<file path="config.mk">
export PLATFORM = sky130hd
export DESIGN_NAME = fifo_reader_flat
export DESIGN_NICKNAME = d
export VERILOG_FILES = /design/src/rtl/fifo_reader_if.sv /design/src/rtl/fifo_reader.sv /design/src/flat_wrapper.sv
export SDC_FILE = /design/constraint.sdc
export NUM_CORES = 1
export LEC_CHECK = 0
export ABC_CLOCK_PERIOD_IN_PS = 1700
export CAP_MARGIN = 20
export CORE_MARGIN = 8
export CORE_UTILIZATION = 45
export CTS_CLUSTER_SIZE = 16
export DETAILED_ROUTE_END_ITERATION = 6
export GPL_ROUTABILITY_DRIVEN = 0
export PLACE_DENSITY = 0.8
export SETUP_SLACK_MARGIN = 0.5
export SYNTH_ARGS = -nofsm -noshare
export SYNTH_HDL_FRONTEND = slang
export SYNTH_SLANG_ARGS = --single-unit
</file>
<file path="constraint.sdc">
create_clock -name clk -period 1.7 [get_ports clk]
set_input_delay 0.255 -clock clk [delete_from_list [all_inputs] [get_ports clk]]
set_output_delay 0.255 -clock clk [all_outputs]
set_load 0.01 [all_outputs]
</file>
<file path="src/rtl/fifo_reader_if.sv">
// Bundles the FIFO read port and the downstream valid/ready stream of fifo_reader.
// master: the reader engine; slave: the FIFO plus consumer environment.
interface fifo_reader_if #(
  parameter int unsigned DATA_WIDTH = 8
);

  logic                  fifo_empty;
  logic [DATA_WIDTH-1:0] fifo_data;
  logic                  fifo_r_en;
  logic                  m_valid;
  logic                  m_ready;
  logic [DATA_WIDTH-1:0] m_data;

  modport master (
    input  fifo_empty,
    input  fifo_data,
    input  m_ready,
    output fifo_r_en,
    output m_valid,
    output m_data
  );

  modport slave (
    output fifo_empty,
    output fifo_data,
    output m_ready,
    input  fifo_r_en,
    input  m_valid,
    input  m_data
  );

endinterface

</file>
<file path="src/rtl/fifo_reader.sv">
// Read-side engine for the synchronous fifo: issues r_en, absorbs the one-cycle
// read latency and re-presents words on a valid/ready stream at full throughput.
// Optional pop counter enabled by defining FIFO_READER_CNT_EN.
module fifo_reader #(
  parameter int unsigned DATA_WIDTH = 8
`ifdef FIFO_READER_CNT_EN
  , parameter int unsigned CNT_WIDTH = 16
`endif
) (
  input  logic                 clk,
  input  logic                 rst_n,
  input  logic                 rd_enable,
  input  logic                 flush,
`ifdef FIFO_READER_CNT_EN
  input  logic                 cnt_clear,
  output logic [CNT_WIDTH-1:0] pop_count,
`endif
  fifo_reader_if.master        bus
);

  // Buffer occupancy doubles as the control state.
  typedef enum logic [1:0] {
    OCC_EMPTY = 2'd0,
    OCC_ONE   = 2'd1,
    OCC_TWO   = 2'd2
  } occ_e;

  occ_e                  state_q;
  occ_e                  state_d;
  logic [1:0]            occ;
  logic                  inflight_q;
  logic [DATA_WIDTH-1:0] head_q;
  logic [DATA_WIDTH-1:0] tail_q;
  logic                  pop;
  logic                  capture;
  logic [2:0]            pending;
  logic                  r_en_c;

  assign occ         = 2'(state_q);
  assign bus.m_valid = (state_q != OCC_EMPTY);
  assign bus.m_data  = head_q;

  // A word lands one cycle after its read; a flush in that cycle drops it.
  assign pop     = bus.m_valid & bus.m_ready;
  assign capture = inflight_q & ~flush;

  // Slots already committed (held + landing) minus the one leaving this cycle.
  // The m_ready -> fifo_r_en path is deliberate: it sustains one word per cycle.
  assign pending = 3'(occ) + 3'(inflight_q) - 3'(pop);
  assign r_en_c  = rst_n & rd_enable & ~bus.fifo_empty & ~flush & (pending < 3'd2);
  assign bus.fifo_r_en = r_en_c;

  // Occupancy register.
  always_ff @(posedge clk or negedge rst_n) begin
    if (!rst_n) begin
      state_q <= OCC_EMPTY;
    end else begin
      state_q <= state_d;
    end
  end

  // Occupancy next state: flush empties, capture fills, pop drains.
  always_comb begin
    state_d = state_q;
    if (flush) begin
      state_d = OCC_EMPTY;
    end else begin
      case ({capture, pop})
        2'b10: begin
          case (state_q)
            OCC_EMPTY: state_d = OCC_ONE;
            OCC_ONE:   state_d = OCC_TWO;
            default:   state_d = OCC_TWO;
          endcase
        end
        2'b01: begin
          case (state_q)
            OCC_TWO: state_d = OCC_ONE;
            default: state_d = OCC_EMPTY;
          endcase
        end
        default: state_d = state_q;
      endcase
    end
  end

  // Read-in-flight flag; flush already forces r_en_c low.
  always_ff @(posedge clk or negedge rst_n) begin
    if (!rst_n) begin
      inflight_q <= 1'b0;
    end else begin
      inflight_q <= r_en_c;
    end
  end

  // Head/tail buffer: pop shifts tail forward, capture fills the first free slot.
  always_ff @(posedge clk or negedge rst_n) begin
    if (!rst_n) begin
      head_q <= '0;
      tail_q <= '0;
    end else if (!flush) begin
      if (pop) begin
        if (state_q == OCC_TWO) begin
          head_q <= tail_q;
        end
        if (capture) begin
          if (state_q == OCC_TWO) begin
            tail_q <= bus.fifo_data;
          end else begin
            head_q <= bus.fifo_data;
          end
        end
      end else if (capture) begin
        if (state_q == OCC_EMPTY) begin
          head_q <= bus.fifo_data;
        end else begin
          tail_q <= bus.fifo_data;
        end
      end
    end
  end

`ifdef FIFO_READER_CNT_EN
  logic [CNT_WIDTH-1:0] pop_count_q;

  // Accepted-word counter; clear wins over increment, flush cycles never count.
  always_ff @(posedge clk or negedge rst_n) begin
    if (!rst_n) begin
      pop_count_q <= '0;
    end else if (cnt_clear) begin
      pop_count_q <= '0;
    end else if (pop && !flush) begin
      pop_count_q <= pop_count_q + CNT_WIDTH'(1);
    end
  end

  assign pop_count = pop_count_q;
`endif

endmodule
</file>
<file path="src/flat_wrapper.sv">
// flat-port wrapper written by rule: the top's interface ports become plain ports
module fifo_reader_flat 
#(
  parameter int unsigned DATA_WIDTH = 8

)
  (clk, rst_n, rd_enable, flush, bus_fifo_empty, bus_fifo_data, bus_m_ready, bus_fifo_r_en, bus_m_valid, bus_m_data);
  fifo_reader_if #(.DATA_WIDTH(DATA_WIDTH)) bus_i ();
  input  logic clk;
  input  logic rst_n;
  input  logic rd_enable;
  input  logic flush;
  input wire logic [$bits(bus_i.fifo_empty)-1:0] bus_fifo_empty;
  input wire logic [$bits(bus_i.fifo_data)-1:0] bus_fifo_data;
  input wire logic [$bits(bus_i.m_ready)-1:0] bus_m_ready;
  output wire logic [$bits(bus_i.fifo_r_en)-1:0] bus_fifo_r_en;
  output wire logic [$bits(bus_i.m_valid)-1:0] bus_m_valid;
  output wire logic [$bits(bus_i.m_data)-1:0] bus_m_data;
  assign bus_i.fifo_empty = bus_fifo_empty;
  assign bus_i.fifo_data = bus_fifo_data;
  assign bus_i.m_ready = bus_m_ready;
  assign bus_fifo_r_en = bus_i.fifo_r_en;
  assign bus_m_valid = bus_i.m_valid;
  assign bus_m_data = bus_i.m_data;
  fifo_reader #(.DATA_WIDTH(DATA_WIDTH)) u_core (.clk(clk), .rst_n(rst_n), .rd_enable(rd_enable), .flush(flush), .bus(bus_i));
endmodule
</file>
==> impl_metrics.yaml, run 1 <==
floorplanning:
  num_io_pins: 24
  fp-row-count: 18
  initial_utilization_pct: 46.8
  die_h_um: 66.3
  die_area_mm2: 0.00439
  core-area_mm2: 0.00243
  fp.dieW_um: 66.3
sta:
  finalHoldViolCount: 0
  post-route-min-period_ns: 2.19
  rsz0062_at_grt: "yes"
  final_max_slew_viol_count: 0
  fmax_ghz: 0.457
  period_share_pct: 129
  tightest_slew_ns: 0.504
  slew_headroom_pct: 66.3
  setup_violations: 6
  postLayoutSetupSlackWorst_ns: -0.490
  skew_ns: 0.00809
power:
  p_leak_uw: 0.000790
  power.total_uw: 1110
  p_per_area_mw_per_mm2: 645
  vdd_drop_max_mv: 0.470
cts:
  cts_root_buf: "clkbuf_4"
  cts_made_buffers: 3
  htreeDepth: 1
  cts_buffer_depth: 2
  cts_tree: "yes"
  holdBufCountCts: 0
  clk_latency_ns: 0.31
  clkSinkCount: 19
  clk_pin_slew_worst_paths_ns: 0.12
routing:
  via_per_inst: 5.73
  routedWlPerCell_um: 17.8
  drt_first_pass_iters: 4
  drt_iter0_markers: 53
  dr_total_vias: 991
  routed_wl_um: 3080
  ant_nets: 0
  remaining_drc_errors: 0
critical_path:
  cp.arrival_ns: 1.94
  setup.worst_path.end_class: "output pin"
  cp_max_fo: 2
  cp-start-kind: "flip-flop"
  crit_type: "reg2out"
  required_ns: 1.44
final_layout:
  area_growth_pct: 51.8
  drive_gt1_share_pct: 46.9
  num_antenna_cells: 0
  final_cells: 173
  fin_nets: 159
run_status:
  failed_checks: "setup timing"
  status: "finished, violations left"
global_route:
  antenna_found_initial: 0
  grt_usage_pct: 14.8
  grt_start_max_net_pins: 20
  grt_overflow_total: 0
  grt_pass1_vias: 1003
  grt_pass1_wl_um: 4980
placed_design:
  io_buffers: 23
  dpl.cell_count: 159
  dp.final_hpwl_um: 2070
worst_hold_path:
  hold_path_class: "in2async"
logic_synthesis:
  syn_area_mm2: 0.00114
  yosysTopAreaCellShare_pct: 41.8
  synth_cells: 99
  syn_avg_cell_area_um2: 11.5
  yosys_warnings: 0
  synth-seq-area-share_pct: 41.8
  synth_area_leader_cell: "dfrtp_1"
  yosysUniqueCellTypes: 29
  syn_nets: 114
  ys_ff_latch: 19
  synth_area_leaders: "dfrtp_1 42%, and4b_1 14%, mux2_4 11%, o32ai_1 6.2%, a211oi_1 5.3%"
run:
  drv_cap: 0
## final timing paths
path	slack, ns	cells past startpoint	start	endpoint
setup / recovery	-0.49	7	u_core.occ[0]	bus_fifo_r_en
hold / removal	0.37	2	rst_n	u_core.bus.m_data[7]
setup reg to reg	-0.24	10	u_core.occ[0]	u_core.inflight_q
hold reg to reg	0.53	1	u_core.tail_q[3]	u_core.tail_q[3]
max in group asynchronous	1.10	2	rst_n	u_core.occ[1]
min in group clk	0.53	1	u_core.tail_q[3]	u_core.tail_q[3]
## what timing repair did
action | 4_1_cts | 5_1_grt
pin swaps | 4 | 4
resized for setup | 52 | 13
setup endpoints to repair | 29 | 28
setup buffers | 7 | 3
endpoints found under the hold margin | 0 | 0
## final cells by class
cell class                 count  area (um2)
sequential                    19         477
timing repair buffer          46         417
fill                         160         706
multi-input combinational     64         731
inverter                      10        37.5
clock buffer                   3        22.5
tap                           30        37.5
clock inverter                 1        5.00
## worst max-delay path: stages (launching register included)
cell	delay, ns
dfrtp_1	0.40
nand2b_4	0.16
nor2_4	0.10
o21ai_2	0.07
fa_1	0.49
nand4b_1	0.11
nor3_2	0.14
buf_2	0.16
## stage by stage
stage | hold slack [ns] | utilization (%) | TNS [ns] | setup WS [ns] | instance area, um2
final | 0.373 | 71.0 | -0.745 | -0.490 | 1730
after global routing | 0.398 | 71.0 | -1.52 | -0.599 | 1730
after CTS | 0.402 | 69.6 | -0.847 | -0.507 | 1690
after detailed placement | 0.491 | 62.3 | -6.39 | -0.913 | 1520
after global placement | 0.484 | 62.3 | -5.69 | -0.889 | 1520
after floorplan | -0.0406 | - | -0.197 | -0.168 | 1170
## layer usage
layer	GRT usage, %	up-vias	share of wire [%]
li1	-	471	-
met1	18.1	496	44
met2	22.3	20	50
met3	3.22	4	4.1
met4	10.7	0	2.0
met5	0	-	0
## flip-flops by register name, summed over array words and instances (netlist names)
| name | flops |
|---|---|
| u_core.bus.m_data | 8 |
| u_core.occ | 2 |
| u_core.inflight_q | 1 |
| u_core.tail_q | 8 |
## synth_stat cells
cell type	n
o21ai_0	1
buf_2	1
a211oi_4	1
or2_2	1
and4b_1	16
o32ai_1	8
nor2_1	3
nand2b_2	1
a21o_1	1
or3b_1	1
nor3b_1	1
nand4b_1	1
a2bb2oi_1	1
dfrtp_1	19
nor2b_1	1
a211oi_2	1
a31oi_1	1
inv_1	10
fa_1	1
nand2_1	1
a211oi_1	8
mux2_4	8
nor3_1	1
o21ai_1	2
xor2_1	1
a21oi_1	1
clkbuf_1	5
nand2b_4	1
and2_1	1
## cell families (layout without fill, tap and decap cells)
family	Yosys count	count (layout)	synth area share, %
multiplexers	8	8	10.6
flip-flops	19	19	41.8
adder cells (fa/ha/maj)	1	1	1.76
XOR/XNOR	1	1	0.770
buffers and inverters	16	60	5.39
AND/OR/NAND/NOR	29	29	21.7
AO/OA/AOI/OAI	25	25	18.0
## cell usage in the layout, fill, tap and decap left out, types with 5 or more instances in the layout
master,count
inv_1,10
mux2_4,8
a211oi_1,8
buf_4,14
buf_2,6
and4b_1,16
clkdlybuf4s50_1,12
buf_6,6
dfrtp_1,18
o32ai_2,5
## where the power goes
part	total, uW	leakage, uW	switching (uW)	internal [uW]
Sequential	542	0.000242	29.6	513
Clock	249	0.0000177	161	88.0
Combinational	322	0.000531	143	179
No activity file was read; power rests on OpenSTA's default activity.
==> run 2: changes to the inputs <==
==> constraint.sdc (replaced) <==
create_clock -name clk -period 1.7 [get_ports clk]
set_input_delay 0.255 -clock clk [delete_from_list [all_inputs] [get_ports clk]]
set_output_delay 0.255 -clock clk [all_outputs]
set_load 0.1 [all_outputs]
==> impl_metrics.yaml, run 2 (synthesis gave the netlist of run 1 again) <==
routing:
  remaining_drc_errors: 0
  drt_iter0_markers: 26
  ant_nets: 0
  drt_first_pass_iters: 4
  dr_total_vias: 957
  routedWlPerCell_um: 16.4
  routed_wl_um: 2800
  via_per_inst: 5.60
sta:
  postLayoutSetupSlackWorst_ns: -0.666
  period_share_pct: 139
  final_max_slew_viol_count: 0
  finalHoldViolCount: 0
  setup_tns_ns: -0.704
  rsz0062_at_grt: "yes"
  skew_ns: 0.00624
  tightest_slew_ns: 0.591
  fmax_ghz: 0.423
  setup_violations: 2
  post-route-min-period_ns: 2.37
  slew_headroom_pct: 60.5
critical_path:
  required_ns: 1.44
  critPathMaxStageDelay_ns: 0.49
  cp.arrival_ns: 2.11
  path_cells: "nand2b_4 > nor2_4 > o21ai_2 > fa_1 > nand4b_1 > nor3_4 > buf_12"
  cp-start-kind: "flip-flop"
  path_buf_inv: 1
  setup.worst_path.end_class: "output pin"
  cp_top_family: "simple AND/OR/NAND/NOR gates"
  slowest_stage: "fa_1"
  cp_max_fo: 3
  crit_type: "reg2out"
global_route:
  grt_overflow_total: 0
  use_met2_pct: 21.2
  grt_pass1_wl_um: 4530
  use_met3_pct: 2.88
  grt_usage_pct: 12.9
  grt_pass1_vias: 924
  busiest_layer: "met2"
  gr-usage-met1_pct: 15.8
  antenna_found_initial: 0
  grt_start_max_net_pins: 20
placed_design:
  io_buffers: 23
  dp.final_hpwl_um: 2050
floorplanning:
  die_h_um: 66.3
  fp-row-count: 18
  core-area_mm2: 0.00243
  die_area_mm2: 0.00439
  num_io_pins: 24
  initial_utilization_pct: 46.8
  fp.dieW_um: 66.3
power:
  combPwrFrac_pct: 49.8
  p_leak_uw: 0.000795
  p_per_area_mw_per_mm2: 903
  power.total_uw: 1620
  p_sw_share_pct: 43.1
  p_int_uw: 924
  vdd_drop_max_mv: 0.877
  p_switching_uw: 699
  clkPwrFrac_pct: 14.3
  seq_power_share_pct: 36.0
cts:
  holdBufCountCts: 0
  cts_root_buf: "clkbuf_4"
  cts_buffer_depth: 2
  htreeDepth: 1
  clk_pin_slew_worst_paths_ns: 0.11
  cts_made_buffers: 3
  cts_tree: "yes"
  clkSinkCount: 19
  clk_latency_ns: 0.30
run_status:
  status: "finished, violations left"
  failed_checks: "setup timing"
final_layout:
  drive_gt1_share_pct: 48.2
  fin_nets: 157
  area_growth_pct: 58.0
  layout_commonest_cell: "and4b_1"
  num_antenna_cells: 0
  final_cell_mix: "16 x and4b_1, 14 x buf_4, 12 x clkdlybuf4s50_1"
worst_hold_path:
  hold_path_class: "in2async"
run:
  drv_cap: 0
-- run 2: cell types whose count changed in the layout (fill, tap and decap cells not counted), sizes merged --
cell	change
clkbuf	-3
buf	+1
-- run 2: timing repair --
action	CTS	global route
gates resized for setup	9	10
pin swaps	3	5
buffers inserted	2	5
setup endpoints to repair	20	21
-- run 2: power groups by stage --
stage                     logic [uW]  registers [uW]  clock network (uW)
after global placement           784             588                   0
after CTS                        796             584                 234
after global routing             838             592                 259
after floorplan                  116             932                   0
after detailed placement         791             593                   0
final                            808             583                 232
-- run 2: worst reg2reg max path, cell delays in order (launching register included) --
cell and delay, ns:
dfrtp_1 0.41, nand2b_4 0.16, nor2_4 0.09, o21ai_2 0.07, fa_1 0.49, nand4b_1 0.14, nor3_4 0.24
-- run 2: per-stage QoR --
step	hold WS, ns	setup WS (ns)	util [%]	std cells	area, um2
floorplan	-0.0406	-0.796	-	99	1200
finish	0.394	-0.666	73.9	171	1800
CTS	0.413	-0.701	70.4	166	1710
detailed placement	0.496	-0.674	67.4	160	1640
global placement	0.485	-0.641	67.4	160	1640
global route	0.410	-0.776	73.9	171	1800
-- run 2: final timing paths --
| check | end | slack (ns) | cells after the start | start |
|---|---|---|---|---|
| worst min register to register | u_core.tail_q[0] | 0.53 | 1 | u_core.tail_q[0] |
| worst max-delay path | bus_fifo_r_en | -0.67 | 7 | u_core.occ[0] |
| max in group asynchronous | u_core.bus.m_data[4] | 1.09 | 2 | rst_n |
| worst max register to register | u_core.inflight_q | 0 | 6 | u_core.occ[0] |
| min in group clk | u_core.occ[0] | 0.51 | 5 | bus_m_ready |
| worst min-delay path | u_core.tail_q[1] | 0.39 | 2 | rst_n |
-- run 2: area by class of cell --
type	count	area, um2
Multi-Input combinational cell	64	683
Fill cell	149	636
Clock buffer	3	22.5
Clock inverter	1	5.00
Sequential cell	19	485
Timing Repair Buffer	44	526
Tap cell	30	37.5
Inverter	10	37.5
-- run 2: routing by layer --
layer	routed length, um	vias up
li1	-	463
met1	1250	474
met2	1360	18
met3	164	2
met4	27	0
met5	0	-
==> run 3: changes to the inputs <==
--- a/config.mk
+++ b/config.mk
@@ -6,7 +6,7 @@
 export NUM_CORES = 1
 export LEC_CHECK = 0
 export ABC_CLOCK_PERIOD_IN_PS = 1700
-export CAP_MARGIN = 20
+export CAP_MARGIN = 25
 export CORE_MARGIN = 8
 export CORE_UTILIZATION = 45
 export CTS_CLUSTER_SIZE = 16
==> results of run 3 <==
Same layout as run 2: the final DEF is identical, and so are final timing and power.
